<file path="src/rtl/dma_axi_w.sv">
// AXI4 write-burst master: turns DMA databus words into one INCR burst per run,
// then waits for the B response and flags SLVERR/DECERR.
module dma_axi_w #(
    parameter int DMA_DATA_W = 32,
    parameter int ADDR_W     = 32
) (
    input  logic                    clk,
    input  logic                    rst,
    input  logic                    valid,
    input  logic [ADDR_W-1:0]       addr,
    input  logic [DMA_DATA_W-1:0]   wdata,
    input  logic [DMA_DATA_W/8-1:0] wstrb,
    output logic                    ready,
    input  logic [7:0]              dma_len,
    output logic                    dma_ready,
    output logic                    error,
    output logic                    m_axi_awid,
    output logic [ADDR_W-1:0]       m_axi_awaddr,
    output logic [7:0]              m_axi_awlen,
    output logic [2:0]              m_axi_awsize,
    output logic [1:0]              m_axi_awburst,
    output logic [1:0]              m_axi_awlock,
    output logic [3:0]              m_axi_awcache,
    output logic [2:0]              m_axi_awprot,
    output logic [3:0]              m_axi_awqos,
    output logic                    m_axi_awvalid,
    input  logic                    m_axi_awready,
    output logic [DMA_DATA_W-1:0]   m_axi_wdata,
    output logic [DMA_DATA_W/8-1:0] m_axi_wstrb,
    output logic                    m_axi_wlast,
    output logic                    m_axi_wvalid,
    input  logic                    m_axi_wready,
    input  logic [1:0]              m_axi_bresp,
    input  logic                    m_axi_bvalid,
    output logic                    m_axi_bready
);
    localparam int         STRB_W = DMA_DATA_W / 8;
    localparam logic [2:0] AWSIZE = 3'($clog2(STRB_W));

    typedef enum logic [1:0] {W_ADDR_HS, W_DATA, W_RESP} state_t;

    state_t              state_q;
    logic [7:0]          cnt_q;
    logic [7:0]          len_q;
    logic [ADDR_W-1:0]   addr_q;
    logic                awvalid_q;
    logic                dma_ready_q;
    logic                error_q;

    logic beat;
    logic last;
    logic resp_err;

    assign last     = (cnt_q == len_q);
    assign beat     = (state_q == W_DATA) && valid && m_axi_wready;
    assign resp_err = (m_axi_bresp == 2'b10) || (m_axi_bresp == 2'b11);

    always_ff @(posedge clk or posedge rst) begin
        if (rst) begin
            state_q     <= W_ADDR_HS;
            cnt_q       <= 8'd0;
            len_q       <= 8'd0;
            addr_q      <= '0;
            awvalid_q   <= 1'b0;
            dma_ready_q <= 1'b1;
            error_q     <= 1'b0;
        end else begin
            case (state_q)
                W_ADDR_HS: begin
                    if (!valid && !awvalid_q) dma_ready_q <= 1'b1;
                    if (awvalid_q) begin
                        if (m_axi_awready) begin
                            awvalid_q <= 1'b0;
                            state_q   <= W_DATA;
                        end
                    end else if (valid) begin
                        addr_q      <= addr;
                        len_q       <= dma_len;
                        awvalid_q   <= 1'b1;
                        dma_ready_q <= 1'b0;
                        error_q     <= 1'b0;
                        cnt_q       <= 8'd0;
                    end
                end
                W_DATA: begin
                    // Hold the counter on the final beat so len=255 never wraps.
                    if (beat) begin
                        if (last) state_q <= W_RESP;
                        else      cnt_q   <= cnt_q + 8'd1;
                    end
                end
                W_RESP: begin
                    if (m_axi_bvalid) begin
                        error_q     <= resp_err;
                        dma_ready_q <= 1'b1;
                        state_q     <= W_ADDR_HS;
                    end
                end
                default: state_q <= W_ADDR_HS;
            endcase
        end
    end

    // Data moves straight through; handshakes are only gated by state.
    assign ready         = (state_q == W_DATA) && m_axi_wready;
    assign m_axi_wvalid  = (state_q == W_DATA) && valid;
    assign m_axi_wlast   = last;
    assign m_axi_wdata   = wdata;
    assign m_axi_wstrb   = wstrb;
    assign m_axi_bready  = (state_q == W_RESP);

    assign dma_ready     = dma_ready_q;
    assign error         = error_q;
    assign m_axi_awid    = 1'b0;
    assign m_axi_awaddr  = addr_q;
    assign m_axi_awlen   = len_q;
    assign m_axi_awsize  = AWSIZE;
    assign m_axi_awburst = 2'b01;
    assign m_axi_awlock  = 2'b00;
    assign m_axi_awcache = 4'h2;
    assign m_axi_awprot  = 3'b010;
    assign m_axi_awqos   = 4'h0;
    assign m_axi_awvalid = awvalid_q;
endmodule

</file>
<file path="config.mk">
export PLATFORM = sky130hd
export DESIGN_NAME = dma_axi_w
export DESIGN_NICKNAME = d
export VERILOG_FILES = /design/src/rtl/dma_axi_w.sv
export SDC_FILE = /design/constraint.sdc
export NUM_CORES = 1
export LEC_CHECK = 0
export CORE_AREA = 5 5 93 95
export DETAILED_ROUTE_END_ITERATION = 10
export DIE_AREA = 0 0 98 100
export HOLD_SLACK_MARGIN = 0.05
export PLACE_DENSITY = 0.91
export SLEW_MARGIN = 20
export SYNTH_ARGS = -nofsm -noshare
export SYNTH_HDL_FRONTEND = slang
export SYNTH_SLANG_ARGS = --single-unit
</file>
<file path="constraint.sdc">
create_clock -name clk -period 2.1 [get_ports clk]
set_input_delay 0.21 -clock clk [delete_from_list [all_inputs] [get_ports clk]]
set_output_delay 0.21 -clock clk [all_outputs]
set_load 0.02 [all_outputs]
</file>
# Word-level counts from Yosys, hierarchy flattened
# Index checks and enable logic that the tools add are counted.
[totals]
regBits = 53
in_bits = 84
out_inout_bits = 102
wordCells = 60
[classes]
addsub = 1
n_eq_ne = 13
muxes = 23
n_bitwise = 1
n_reduce_logical = 15
[op_table]
columns = ["operator", "count"]
rows = [
  ["$mux W8", 4],
  ["$ne A2 B2 Y1 const B", 8],
  ["$pmux W8 S2", 1],
  ["$mux W1", 10],
  ["$mux W2", 5],
  ["$reduce_and A5 Y1", 2],
  ["$add A8 B1 Y8 const B", 1],
  ["$eq A8 B8 Y1", 1],
  ["$eq A2 B2 Y1 const B", 3],
  ["$pmux W2 S3", 1],
  ["$logic_and A1 B1 Y1", 4],
  ["$pmux W1 S2", 2],
  ["$reduce_and A4 Y1", 1],
  ["$reduce_bool A2 Y1", 2],
  ["$reduce_and A3 Y1", 1],
  ["$eq A2 B1 Y1 const B", 1],
  ["$logic_not A1 Y1", 2],
  ["$logic_not A2 Y1", 1],
  ["$reduce_and A2 Y1", 1],
  ["$logic_or A1 B1 Y1", 1],
  ["$not A1 Y1", 1],
]

# Longest topological paths before layout
[logic_depth]
word_depth = 6
depth_mapped = 8
mapped_depth_nobuf = 5

# Worst setup path before layout
# Ideal clock, no wire load.
[synth_timing]
kind = "register to register"
from = "register len_q[6] (netlist: m_axi_awlen[6])"
to = "register cnt_q[5]"
setup_ns = 0.122
arrival_time_ns = 1.432
required_ns = 1.978
setup_slack_ns = 0.546
path_stages_with_launch = 7
path_buffers = 1
period_less_slack_ns = 1.554
path_cell_list = "dfrtp_1 > xnor2_1 > nand4_1 > o211ai_2 > buf_6 > nand2_1 > a32o_1"
[synth_between]
elab_chain_len = 3
[synth_lines]
columns = ["element", "line", "rtl"]
rows = [
  ["start: declaration", "44", "logic [7:0] len_q;"],
  ["start signal: assignment", "78", "len_q <= dma_len;"],
  ["$eq A8 B8 Y1", "54", "assign last = (cnt_q == len_q);"],
  ["$ne A2 B2 Y1 (no line)", "n/a", ""],
  ["$reduce_and A5 Y1 (no line)", "n/a", ""],
  ["end signal: assignment", "89", "else cnt_q <= cnt_q + 8'd1;"],
  ["end: declaration", "43", "logic [7:0] cnt_q;"],
]
# No other way between the ends.
# A chain may end at the register's enable or synchronous reset.

# Worst setup path after layout
[layout_timing]
from = "register state_q[1]"
to = "output ready"
[layout_between]
elab_chain_len = 2
[layout_lines]
columns = ["element", "line", "rtl"]
rows = [
  ["start: declaration", "42", "state_t state_q;"],
  ["start signal: assignment", "60", "state_q <= W_ADDR_HS;"],
  ["start signal: assignment", "74", "state_q <= W_DATA;"],
  ["start signal: assignment", "88", "if (last) state_q <= W_RESP;"],
  ["$eq A2 B1 Y1", "105", "assign ready = (state_q == W_DATA) && m_axi_wready;"],
  ["$logic_and A1 B1 Y1", "105", ""],
  ["end: declaration", "13", "output logic ready,"],
]
# No other way between the ends.

==> metrics.md <==
| Metric | Value |
|---|---|
| Largest net degree at the start of global routing | 33 |
| Vias in the first global route | between 2000 and 2500 |
| Final min period | 2.00 ns |
| Max Slew Vio Count | 0 |
| Max cap viols | 0 |
| Setup crit end kind | output port |
| Synth warnings | 0 |
| Clock slew seen by the registers of the worst setup and hold paths | around 0.090 ns |
| Die Height | roughly 100 um |
| Clk_lat worst skew | 0.29 ns |
| Routability cong. | roughly 0.8 |
| Setup crit start kind | flop |
| Slowest-stage cell, CP | clkdlybuf4s50_1 |
| Required @ worst endpoint | 1.89 ns |
| Max VDD drop | approximately 0.6 mV |
| WL met3 | 530 um |
| ANT cells | 0 |
| GRT overflow | 0 |
| GRT Total Usage | 12.6% |
| First-pass GRT wire length | 10200 um |
| Final setup fails | 0 |
| Metal2 WL | 3230 um |
| Skew final | 0.00611 ns |
| Post-Route WL | 6420 um |
| Switch Pwr | 1.87 mW |
| Sequential fraction of the synthesis area | 48.8% |
| Setup Fix Bufs, Post-CTS | 0 |
| Netlist cell types | 32 |
| Worst slew margin | between 60 and 70% |
| Mapped Area | ~2700 sq um |
| Row cnt | 32 |
| Pwr per Cell Area | about 1300 nW/um^2 |
| Crit Path Class | reg2out |
| Nets | 456 |
| FMAX | 0.500 GHz |
| Flop pwr share | 38.1% |
| Sw frac | approximately 40% |
| Drt initial violations | 130 |
| Ports | approximately 190 |
| CORE AREA | 7650 sq um |
| CTS tree | yes |
| Post-synthesis cell count | 314 |
| Post-DP HPWL | 4970 um |
| Number of synthesized flops with an enable pin | 0 |
| Routed wire per std cell | around 14 um |
| Final hold viol count | 0 |
| Worst Hold Class | in2async |
| Drt drc | 0 |
| Setup_tns | 0 ns |
| Total number of vias | 2090 |
| Worst path arrival time | around 1.8 ns |
| Outcome | complete, no violations |
| DR pass1 iterations | 4 |
| Top Metal Used | met4 |
| Slowest stage delay, CP | 0.59 ns |
| Gate power share | 49.5% |
| Chip width | 98 um |
| Leakage | roughly 1.7 nW |
| Cts bufs inserted | 5 |
| Starting Density | 35.6% |
| Avg Cell Area, Syn | between 8 and 9 sq um |
| Port-buffer cells | 93 |
| Number of H-tree levels | 2 |
| Worst Path Max Fanout | 7 |
| Main synth FF type | dfrtp_1 |
| RSZ-0062 raised after global routing | no |
| Drt via density | 4.41 |
| Root buf cell | clkbuf_8 |
| Clk sink count | 53 |
| Final ANT Viol Nets | 0 |
| Area grow syn2layout | 28.8% |
| Clock tree buffer depth | 2 |
| Seq cells post-synth | 53 |
| Cell chain of the critical path | and2b_2, and2_1, clkdlybuf4s50_1 |
| Commonest non-fill, non-tap cells in the layout | nand2_1, clkdlybuf4s50_1, dfrtp_1 |
| Asr flop ratio synth | between 90% and 100% |
| WL met1 | about 2600 um |
| Antenna violations before repair | 0 |
| Slew at the pin with the worst max-slew slack | 0.579 ns |
| Clock share of power | about an eighth |
| P_int | 2.79 mW |
| Min Hold Slack | between 0.2 and 0.3 ns |
| Die area | a little under 10000 sq um |
| Share of cells above drive strength 1 | 4.84% |
| Commonest non-fill, non-tap cell in the layout | nand2_1 |
| Final Cycle Share | 95.1% |
## synthesized netlist by cell type, types with 3 or more instances
cell      number  share of area (%)
buf_6          5                2.1
clkbuf_1       3               0.41
xnor2_1        8                2.6
buf_4         55                 15
nor2_1         7               0.97
a21oi_1        5               0.92
o21ai_0        3               0.55
inv_1          5               0.69
buf_2          3               0.55
and2_1         3               0.69
dfrtp_1       52                 48
nand2_1      130                 18
nand4_1        3               0.69
nor3_1         3               0.55
nand3_1        5               0.92
## final cells by class
class	count	area, sq um
fillers	729	4140
flip-flops and latches	53	1330
repair buffers	99	990
multi-input cells	207	953
well taps	102	128
clock buffers	8	90.1
inverters	5	18.8
## routing by layer
metal  track usage (%)  up-vias
met5                 0        -
met4              3.73        0
met3              4.45       12
met2              21.6       77
met1              15.0      978
li1                  -     1023
## critical path, delay by kind of cell, from the launching register on
kind / cells / cell delay [ns]
buf+inv: 1 / 0.59
simple gates: 2 / 0.46
flops: 1 / 0.45
## timing repair
| item | CTS | global route |
|---|---|---|
| gates resized for setup | 2 | 1 |
| hold buffers | 0 | 0 |
| endpoints found under the setup margin | 2 | 1 |
## flip-flops by register name, summed over array words and instances (netlist names)
signal         count
m_axi_awvalid      1
dma_ready          1
state_q            2
cnt_q              8
m_axi_awlen        8
error              1
m_axi_awaddr      32
## per-stage QoR
| step | utilization (%) | total power, mW | instance area (sq um) | std cells | setup slack [ns] |
|---|---|---|---|---|---|
| floorplan | - | 3.13 | 2790 | 331 | 0.546 |
| global placement | 44.6 | 4.02 | 3410 | 466 | 0.279 |
| detailed placement | 44.6 | 4.13 | 3410 | 466 | 0.253 |
| CTS | 45.8 | 4.73 | 3500 | 474 | 0.0582 |
| global route | 45.9 | 4.97 | 3510 | 474 | 0.0467 |
| finish | 45.9 | 4.66 | 3510 | 474 | 0.102 |
## cells by family after synthesis
family | Yosys count | synth area share [%]
fa+ha+maj | 1 | 0.459
mux | 1 | 0.368
other cells | 2 | 0.276
simple gates | 158 | 23.4
compound gates | 20 | 5.28
buf+inv | 71 | 18.9
xor+xnor | 8 | 2.57
flops | 53 | 48.8
## power groups by stage
| stage | clock [mW] | combinational (mW) | sequential, mW |
|---|---|---|---|
| after floorplan | 0 | 0.933 | 2.19 |
| after global placement | 0 | 2.26 | 1.76 |
| after detailed placement | 0 | 2.33 | 1.80 |
| after CTS | 0.606 | 2.34 | 1.78 |
| after global routing | 0.647 | 2.49 | 1.84 |
| final | 0.580 | 2.30 | 1.77 |
## path summary, 6_finish.rpt
kind                             startpoint                to  slack (ns)  cells past startpoint
max                              state_q[1]             ready        0.10                      3
min                                     rst          cnt_q[7]        0.28                      2
max reg2reg                        cnt_q[0]          cnt_q[5]        0.32                      5
min reg2reg                m_axi_awaddr[12]  m_axi_awaddr[12]        0.48                      2
max in group asynchronous               rst    m_axi_awlen[3]        1.28                      3
min in group clk                   wdata[0]    m_axi_wdata[0]        0.42                      0
(Power assumes the default switching activity.)
